**src/rtl/forward_neuron_layer_pkg.sv**
```systemverilog
// forward_neuron_layer_pkg: shared state encoding, saturation bounds and product alignment
package forward_neuron_layer_pkg;
  typedef enum logic [1:0] {IDLE, MAC, OUT} state_e;
  function automatic int sat_max(input int wv);
    return (1 << (wv - 1)) - 1;
  endfunction
  function automatic int sat_min(input int wv);
    return -(1 << (wv - 1));
  endfunction
  // Q1.(wv-1) product: drop wv-1 fraction bits by floor, keep wv bits
  function automatic int prod_lsb(input int wv);
    return wv - 1;
  endfunction
endpackage

```
**src/rtl/forward_neuron_layer_fixed_mac_lane.sv**
```systemverilog
// fixed_mac_lane: one output neuron; signed accumulator plus bias, saturation and activation
module fixed_mac_lane
  import forward_neuron_layer_pkg::*;
#(
  parameter int WV = 4,
  parameter int NP = 4,
  parameter string ACT = "relu"
) (
  input  logic                 iCLK,
  input  logic                 iRST,
  input  logic                 clr,
  input  logic                 en,
  input  logic signed [WV-1:0] x,
  input  logic signed [WV-1:0] w,
  input  logic signed [WV-1:0] bias,
  output logic        [WV-1:0] y
);
  localparam int AW = WV + $clog2(NP + 1) + 1;
  localparam int PL = prod_lsb(WV);
  localparam bit RELU = ACT == "relu";
  localparam logic signed [AW:0] SMAX = (AW + 1)'(sat_max(WV));
  localparam logic signed [AW:0] SMIN = (AW + 1)'(sat_min(WV));
  logic signed [AW-1:0] acc;
  logic signed [2*WV-1:0] prod;
  logic signed [WV-1:0] term;
  logic signed [AW:0] s;
  logic [WV-1:0] sat;
  assign prod = x * w;
  assign term = prod[PL +: WV];
  assign s = (AW + 1)'(acc) + (AW + 1)'(bias);
  assign sat = s > SMAX ? SMAX[WV-1:0] : s < SMIN ? SMIN[WV-1:0] : s[WV-1:0];
  assign y = RELU && s < 0 ? '0 : sat;
  always_ff @(posedge iCLK or posedge iRST)
    if (iRST) acc <= '0;
    else if (clr) acc <= '0;
    else if (en) acc <= acc + AW'(term);
endmodule

```
**src/rtl/forward_neuron_layer.sv**
```systemverilog
// forward_neuron_layer: joins a state vector with a weight/bias bundle, runs an NP-step MAC
// over NC parallel lanes and offers the activated result on a valid/ready master port.
module forward_neuron_layer
  import forward_neuron_layer_pkg::*;
#(
  parameter int NP = 4,
  parameter int NC = 4,
  parameter int WV = 4,
  parameter string ACT = "relu"
) (
  input  logic                        iCLK,
  input  logic                        iRST,
  input  logic                        iValid_AS_State0,
  output logic                        oReady_AS_State0,
  input  logic [NP*WV-1:0]            iData_AS_State0,
  input  logic                        iValid_AS_WeightBias,
  output logic                        oReady_AS_WeightBias,
  input  logic [NP*NC*WV+NC*WV-1:0]   iData_AS_WeightBias,
  output logic                        oValid_BM_State1,
  input  logic                        iReady_BM_State1,
  output logic [NC*WV-1:0]            oData_BM_State1
);
  localparam int CW = NP > 1 ? $clog2(NP) : 1;
  state_e state;
  logic [CW-1:0] cnt;
  logic [NP*WV-1:0] x_r;
  logic [NP*NC*WV+NC*WV-1:0] wb_r;
  logic [NC*WV-1:0] y;
  logic join_go;
  assign join_go = state == IDLE && iValid_AS_State0 && iValid_AS_WeightBias;
  assign oReady_AS_State0 = join_go;
  assign oReady_AS_WeightBias = join_go;
  // OUT spends its first cycle registering the lane results, then waits for the handshake
  always_ff @(posedge iCLK or posedge iRST)
    if (iRST) begin
      state <= IDLE;
      cnt <= '0;
      x_r <= '0;
      wb_r <= '0;
      oValid_BM_State1 <= 1'b0;
      oData_BM_State1 <= '0;
    end else begin
      case (state)
        IDLE: if (join_go) begin
          x_r <= iData_AS_State0;
          wb_r <= iData_AS_WeightBias;
          cnt <= '0;
          state <= MAC;
        end
        MAC: begin
          cnt <= cnt + 1'b1;
          if (cnt == CW'(NP - 1)) state <= OUT;
        end
        OUT: if (!oValid_BM_State1) begin
          oValid_BM_State1 <= 1'b1;
          oData_BM_State1 <= y;
        end else if (iReady_BM_State1) begin
          oValid_BM_State1 <= 1'b0;
          state <= IDLE;
        end
        default: state <= IDLE;
      endcase
    end
  for (genvar c = 0; c < NC; c++) begin : g_lane
    fixed_mac_lane #(.WV(WV), .NP(NP), .ACT(ACT)) u_lane (
      .iCLK(iCLK),
      .iRST(iRST),
      .clr(join_go),
      .en(state == MAC),
      .x(x_r[int'(cnt) * WV +: WV]),
      .w(wb_r[NC * WV + (int'(cnt) * NC + c) * WV +: WV]),
      .bias(wb_r[c * WV +: WV]),
      .y(y[c * WV +: WV])
    );
  end
endmodule
```
**config.mk**
```make
export PLATFORM = sky130hd
export DESIGN_NAME = forward_neuron_layer
export DESIGN_NICKNAME = d
export VERILOG_FILES = /design/src/rtl/forward_neuron_layer_pkg.sv /design/src/rtl/forward_neuron_layer_fixed_mac_lane.sv /design/src/rtl/forward_neuron_layer.sv
export SDC_FILE = /design/constraint.sdc
export NUM_CORES = 1
export LEC_CHECK = 0
export CAP_MARGIN = 40
export CELL_PAD_IN_SITES_DETAIL_PLACEMENT = 0
export CELL_PAD_IN_SITES_GLOBAL_PLACEMENT = 1
export CORE_UTILIZATION = 50
export CTS_CLUSTER_SIZE = 20
export DETAILED_ROUTE_END_ITERATION = 8
export PLACE_DENSITY_LB_ADDON = 0.12
export SLEW_MARGIN = 5
export SYNTH_ARGS = -nofsm -noshare
export SYNTH_HDL_FRONTEND = slang
export SYNTH_HIERARCHICAL = 1
export SYNTH_SLANG_ARGS = --single-unit
```
**constraint.sdc**
```tcl
create_clock -name iCLK -period 10.4 [get_ports iCLK]
set_clock_uncertainty 0.2 [all_clocks]
set_input_delay 1.56 -clock iCLK [delete_from_list [all_inputs] [get_ports iCLK]]
set_output_delay 1.56 -clock iCLK [all_outputs]
set_load 0.03 [all_outputs]
```
; Word-level counts from Yosys, hierarchy flattened
; Cells that the tools add are included.
; Widths: inputs -> output; s select.
[op_classes]
n_addsub = 16
n_shift = 5
magnitude_cmp = 12
bitwise_logic = 1
reduce_logical = 9
eq_ne = 7
mul = 4
mux = 29
[ops]
columns = op, n
row1 = $shiftx 80x9->4, 3
row2 = $shiftx 80x8->4, 1
row3 = $mux 8, 8
row4 = $mux 4, 12
row5 = $add 8x4->9, 4
row6 = $gt 9x4->1 const B, 4
row7 = $lt 9x1->1 const B, 4
row8 = $lt 9x4->1 const B, 4
row9 = $add 8x4->8, 4
row10 = $mul 4x4->7, 4
row11 = $add 5x7->8 const A, 3
row12 = $shiftx 16x5->4, 1
row13 = $add 4x2->5 const B, 2
row14 = $mux 2, 5
row15 = $ne 2x2->1 const B, 4
row16 = $add 5x6->7 const A, 1
row17 = $pmux 2 s3, 1
row18 = $reduce_and 2->1, 3
row19 = $add 4x1->5 const B, 1
row20 = $eq 2x2->1 const B, 2
row21 = $pmux 2 s2, 1
row22 = $reduce_and 4->1, 1
row23 = $reduce_bool 2->1, 2
row24 = $add 2x1->2 const B, 1
row25 = 5 further kinds, 7
[word_totals]
word_cells = 93
regBits = 149
in_bits = 101

; Longest topological paths before layout
[logic_depth]
ltp_word = 7
mapped_depth = 21
ltp_nobuf = 19

; Hierarchy
; The synthesis kept the hierarchy.
[by_module_without_submodules]
columns = mod, instances, cells_per_inst, seq_area_each_um2, area_per_inst_um2
row1 = forward_neuron_layer, 1, 285, 2927.8, 5028.6
row2 = fixed_mac_lane at g_lane[2].u_lane, 1, 164, 200.2, 1460.2
row3 = fixed_mac_lane at g_lane[3].u_lane, 1, 155, 200.2, 1448.9
row4 = fixed_mac_lane at g_lane[1].u_lane, 1, 155, 200.2, 1447.6
row5 = fixed_mac_lane at g_lane[0].u_lane, 1, 165, 200.2, 1445.1

; Least setup slack after synthesis
; No wires, ideal clock.
[synth_timing]
path_type = register -> register
startpoint = reg cnt[1]
endpoint = reg g_lane[2].u_lane.acc[7]
arrival_ns = 5.595
n_path_buf = 2
required_ns = 10.075
synth_period_minus_slack_ns = 5.920
path_slack_ns = 4.480
path_stages_with_launch = 19
cell_sequence = dfrtp_1 > buf_2 > buf_2 > mux4_2 > and2_1 > fa_1 > fa_1 > ha_1 > ha_1 > a21o_1 > a21oi_4 > xor2_2 > xnor2_1 > ha_1 > o21a_1 > a2111oi_1 > o21ai_0 > mux2_4 > mux2_4
[synth_via]
elab_chain_len = 7
[synth_lines]
columns = item, line
row1 = "start, declared", forward_neuron_layer.sv:25  ; logic [CW-1:0] cnt;
row2 = "start signal, assigned", forward_neuron_layer.sv:51  ; cnt <= cnt + 1'b1;
row3 = $add 4x2->5, forward_neuron_layer.sv:71  ; .w(wb_r[NC * WV + (int'(cnt) * NC + c) * WV +: WV]),
row4 = $add 5x7->8, forward_neuron_layer.sv:71
row5 = $shiftx 80x9->4, forward_neuron_layer.sv:71
row6 = $mul 4x4->7 *, forward_neuron_layer_fixed_mac_lane.sv:28  ; assign prod = x * w;
row7 = $add 8x4->8 *, forward_neuron_layer_fixed_mac_lane.sv:36  ; else if (en) acc <= acc + AW'(term);
row8 = $mux 8 *, forward_neuron_layer_fixed_mac_lane.sv:36
row9 = $mux 8 *, forward_neuron_layer_fixed_mac_lane.sv:35  ; else if (clr) acc <= '0;
row10 = "end signal, assigned", forward_neuron_layer_fixed_mac_lane.sv:36
row11 = "end, declared", forward_neuron_layer_fixed_mac_lane.sv:23  ; logic signed [AW-1:0] acc;
; Every way passes the cells marked *; elsewhere a longest branch is shown, timed or not. The select of a mux whose other input is x is not followed.
; A chain may end at the register's enable or synchronous reset.

; Worst setup path in the final report
[layout_timing]
startpoint = reg cnt[0]
endpoint = reg g_lane[2].u_lane.acc[7]
; Same word-level chain as after synthesis.

==> metrics.txt <==
# TYPE chip_impl_metric gauge
chip_impl_metric{name="clk-insertion-delay-late",unit="ns"} 0.45
chip_impl_info{name="critical_path.endpoint_type",value="register"} 1
chip_impl_metric{name="ys.warnings.count",unit=""} 6
chip_impl_metric{name="die-width",unit="um"} 149
chip_impl_metric{name="highest_cell_delay_on_the_worst_timing_path",unit="ns"} 0.76
chip_impl_metric{name="min_delay_path_depth",unit=""} 1
chip_impl_metric{name="cts_made_buffers",unit=""} 17
chip_impl_info{name="tritoncts",value="yes"} 1
chip_impl_info{name="critPathKind",value="reg -> reg"} 1
chip_impl_metric{name="arrival",unit="ns"} 6.45
chip_impl_info{name="rsz0062_at_grt",value="false"} 1
chip_impl_metric{name="yosysTopAreaCellShare",unit="%"} 34.4
chip_impl_info{name="dominantRegCellSynth",value="dfrtp_1"} 1
chip_impl_metric{name="number_of_antenna_violations_at_the_first_check_in_global_routing",unit=""} 0
chip_impl_metric{name="final_nets",unit=""} 1272
chip_impl_metric{name="layout-area-overhead-vs-synth",unit="%"} 19.3
chip_impl_metric{name="critPathRequiredTime",unit="ns"} 10.53
chip_impl_metric{name="drtIter0Drc",unit=""} 271
chip_impl_metric{name="wire_length_of_the_first_global_routing_pass",unit="um"} 36600
chip_impl_metric{name="vias",unit=""} 7228
chip_impl_metric{name="post-route-worst-setup-slack",unit="ns"} 4.08
chip_impl_metric{name="cts.reportedPaths.clkPinSlew",unit="ns"} 0.07
chip_impl_metric{name="grt.total_usage",unit="%"} 21.1
chip_impl_info{name="cp_common_cell",value="ha_1"} 1
chip_impl_metric{name="net_count_after_synthesis",unit=""} 1154
chip_impl_metric{name="final-hold-violation-count",unit=""} 0
chip_impl_metric{name="cts_buffer_depth",unit=""} 2
chip_impl_metric{name="numClockSinks",unit=""} 149
chip_impl_metric{name="dp.final_hpwl",unit="um"} 16700
chip_impl_metric{name="synth_edf_count",unit=""} 0
chip_impl_metric{name="synth.cell_area",unit="mm2"} 0.0108
chip_impl_metric{name="initial_core_util",unit="%"} 51.2
chip_impl_metric{name="die_height",unit="um"} 149
chip_impl_info{name="hold_end",value="oData_BM_State1[7]$_DFFE_PP0P_"} 1
chip_impl_info{name="critPathSlowestCell",value="mux4_2"} 1
chip_impl_metric{name="route.detailed.wl_per_inst",unit="um"} 16.5
chip_impl_metric{name="slew_headroom",unit="%"} 62.3
chip_impl_info{name="synth.area.top_cells",value="dfrtp_1 34%, ha_1 10%, mux2_2 8.7%"} 1
chip_impl_metric{name="post-route-drc-count",unit=""} 0
chip_impl_metric{name="postRouteAntennaNets",unit=""} 0
chip_impl_metric{name="num_antenna_cells",unit=""} 0
chip_impl_metric{name="tightestPinTransition",unit="ns"} 0.565
chip_impl_metric{name="rows",unit=""} 53
chip_impl_metric{name="io_port_bufs",unit=""} 119
chip_impl_metric{name="rrSetupSlack",unit="ns"} 4.08
chip_impl_info{name="clock-root-buffer",value="clkbuf_16"} 1
chip_impl_metric{name="postCtsSetupBuffers",unit=""} 0
chip_impl_metric{name="post_drt_via_cell_ratio",unit=""} 5.43
chip_impl_metric{name="crit_fanout",unit=""} 23
chip_impl_metric{name="synth.yosys.seq_area_share",unit="%"} 34.4
chip_impl_metric{name="grt.overflow.total",unit=""} 0
chip_impl_info{name="outcome",value="finished, final reports clean"} 1
chip_impl_metric{name="gp_routability_congestion",unit=""} 0.812
chip_impl_metric{name="wl",unit="um"} 21900
chip_impl_metric{name="first_global_vias",unit=""} 7289
chip_impl_metric{name="synthCells",unit=""} 924
chip_impl_metric{name="period_minus_slack",unit="ns"} 6.32
chip_impl_info{name="reg2reg_from",value="cnt[0]$_DFFE_PP0P_"} 1
chip_impl_metric{name="highest_attainable_clock_frequency",unit="GHz"} 0.158
chip_impl_metric{name="synth.ff_latch_count",unit=""} 149
chip_impl_metric{name="async_reset_ff_share",unit="%"} 100
chip_impl_info{name="min_delay_startpoint",value="oData_BM_State1[7]$_DFFE_PP0P_"} 1
chip_impl_info{name="crit_path_cell_trace",value="buf_4 > mux4_2 > and2_1 > fa_1 > fa_1 > ha_1 > ha_1 > a21o_1 > a21oi_4 > xor2_2 > xnor2_1 > ha_1 > o21a_1 > a2111oi_1 > o21ai_0 > mux2_4 > mux2_4"} 1
chip_impl_metric{name="core",unit="mm2"} 0.0212
chip_impl_metric{name="syn_avg_cell_area",unit="um2"} 11.7
chip_impl_metric{name="io_pins",unit=""} 120
chip_impl_metric{name="fin_tns_setup",unit="ns"} 0
chip_impl_info{name="layout_commonest_cell",value="dfrtp_1"} 1
chip_impl_info{name="mostFrequentLayoutCells",value="149 x dfrtp_1, 119 x clkdlybuf4s50_1, 89 x ha_1"} 1
chip_impl_metric{name="max_capacitance_violation_count",unit=""} 0
chip_impl_metric{name="grt_max_degree",unit=""} 60
chip_impl_metric{name="layout_worst_path_cycle_share",unit="%"} 60.8
chip_impl_metric{name="hold_buffers",unit=""} 0
chip_impl_metric{name="finalMaxSlewViolations",unit=""} 0
chip_impl_metric{name="fillers",unit=""} 1754
chip_impl_metric{name="number_of_unique_standard_cell_types_used_by_synthesis",unit=""} 71
chip_impl_info{name="r2r-end",value="g_lane[2].u_lane/acc[7]$_DFFE_PP0P_"} 1
chip_impl_info{name="worst_setup_path_start_kind",value="register"} 1
chip_impl_metric{name="detailedPlace.worstSlack",unit="ns"} 4.06
chip_impl_metric{name="drt-pass1-iter-count",unit=""} 4
chip_impl_metric{name="die-area",unit="mm2"} 0.0223
chip_impl_metric{name="htreeDepth",unit=""} 4
chip_impl_metric{name="cts-resized-gates",unit=""} 0
chip_impl_info{name="min_path_type",value="reg -> reg"} 1
chip_impl_metric{name="worst-r2r-cell-count",unit=""} 17
chip_impl_metric{name="final-setup-viol-count",unit=""} 0
chip_impl_metric{name="drive_above_1_share",unit="%"} 19.8
chip_impl_info{name="synth_largest_area_cell",value="dfrtp_1"} 1
-- sequential cells by signal (all words and copies together), names as in the netlist --
| signal | flops |
|---|---|
| wb_r | 80 |
| x_r | 16 |
| state | 2 |
| oValid_BM_State1 | 1 |
| cnt | 2 |
| g_lane.u_lane/acc | 32 |
| oData_BM_State1 | 16 |
-- Yosys cell counts (6+ instances only) --
library cell and number:
a211oi_1 15, a21o_1 18, a21oi_1 31, a31oi_1 6
and2_1 23, buf_2 13, buf_4 6, dfrtp_1 149
fa_1 40, ha_1 89, inv_1 76, mux2_2 84
mux2_4 31, mux2i_1 23, mux4_2 20, nand2_1 15
nand2b_1 10, nand3b_1 7, nor2_1 55, nor2b_1 14
nor3_1 12, o21a_1 24, o21ai_0 14, xnor2_1 24
xor2_1 19
-- critical path, delay by kind of cell (launching register included) --
kind	cells	cell delay, ns
XOR/XNOR	2	0.53
flip-flops	1	0.33
AND/OR/NAND/NOR	1	0.29
adder cells (fa/ha/maj)	5	2.05
buffers and inverters	1	0.36
multiplexers	3	1.34
AO/OA/AOI/OAI	5	1.12
-- worst max path at each step --
stage,from,cells past startpoint,end,slack (ns)
detailed placement,cnt[0]$_DFFE_PP0P_,17,g_lane[2].u_lane/acc[7]$_DFFE_PP0P_,4.06
CTS,cnt[0]$_DFFE_PP0P_,17,g_lane[2].u_lane/acc[7]$_DFFE_PP0P_,4.02
floorplan,cnt[1]$_DFFE_PP0P_,18,g_lane[2].u_lane/acc[7]$_DFFE_PP0P_,4.48
global placement,cnt[0]$_DFFE_PP0P_,18,g_lane[2].u_lane/acc[7]$_DFFE_PP0P_,4.17
finish,cnt[0]$_DFFE_PP0P_,17,g_lane[2].u_lane/acc[7]$_DFFE_PP0P_,4.08
global route,cnt[0]$_DFFE_PP0P_,17,g_lane[2].u_lane/acc[7]$_DFFE_PP0P_,3.75
-- metrics by stage --
step | util (%) | cells | hold WS [ns] | area (um2)
6_report | 61.1 | 1330 | 0.306 | 12900
2_1_floorplan | - | 924 | 0.275 | 10800
3_3_place_gp | 57.8 | 1296 | 0.287 | 12200
5_1_grt | 61.1 | 1330 | 0.320 | 12900
4_1_cts | 61.1 | 1330 | 0.308 | 12900
3_5_place_dp | 58.1 | 1298 | 0.290 | 12300
-- logic make-up (layout without fill, tap and decap cells) --
logic type,count (synthesis),in the layout,synth area share (%)
simple gates,168,168,8.40
compound gates,159,159,10.9
mux,159,159,19.4
flops,149,149,34.4
fa+ha+maj,129,129,17.7
buf+inv,108,239,4.59
xor+xnor,48,48,4.48
other cells,4,4,0.139
-- final cells by class --
class	count	area [um2]	area share, %
Multi-Input combinational cell	667	6620	51.2
Inverter	79	299	2.31
Sequential cell	149	3730	28.9
Timing Repair Buffer	128	1300	10.1
Clock buffer	17	425	3.29
Clock inverter	15	209	1.62
Tap cell	275	344	2.66
-- layer usage --
metal  GRT usage (%)  vias up  wire (um)
met3            4.86       10        734
met1            30.1     3561      11000
met2            32.2      128      10000
li1                -     3529          -
met4            5.61        0        176
met5               0        -          0
Power is left out: the tool's default activity adds up to more than one toggle a clock period on the data nets, which glitch-free logic cannot reach.
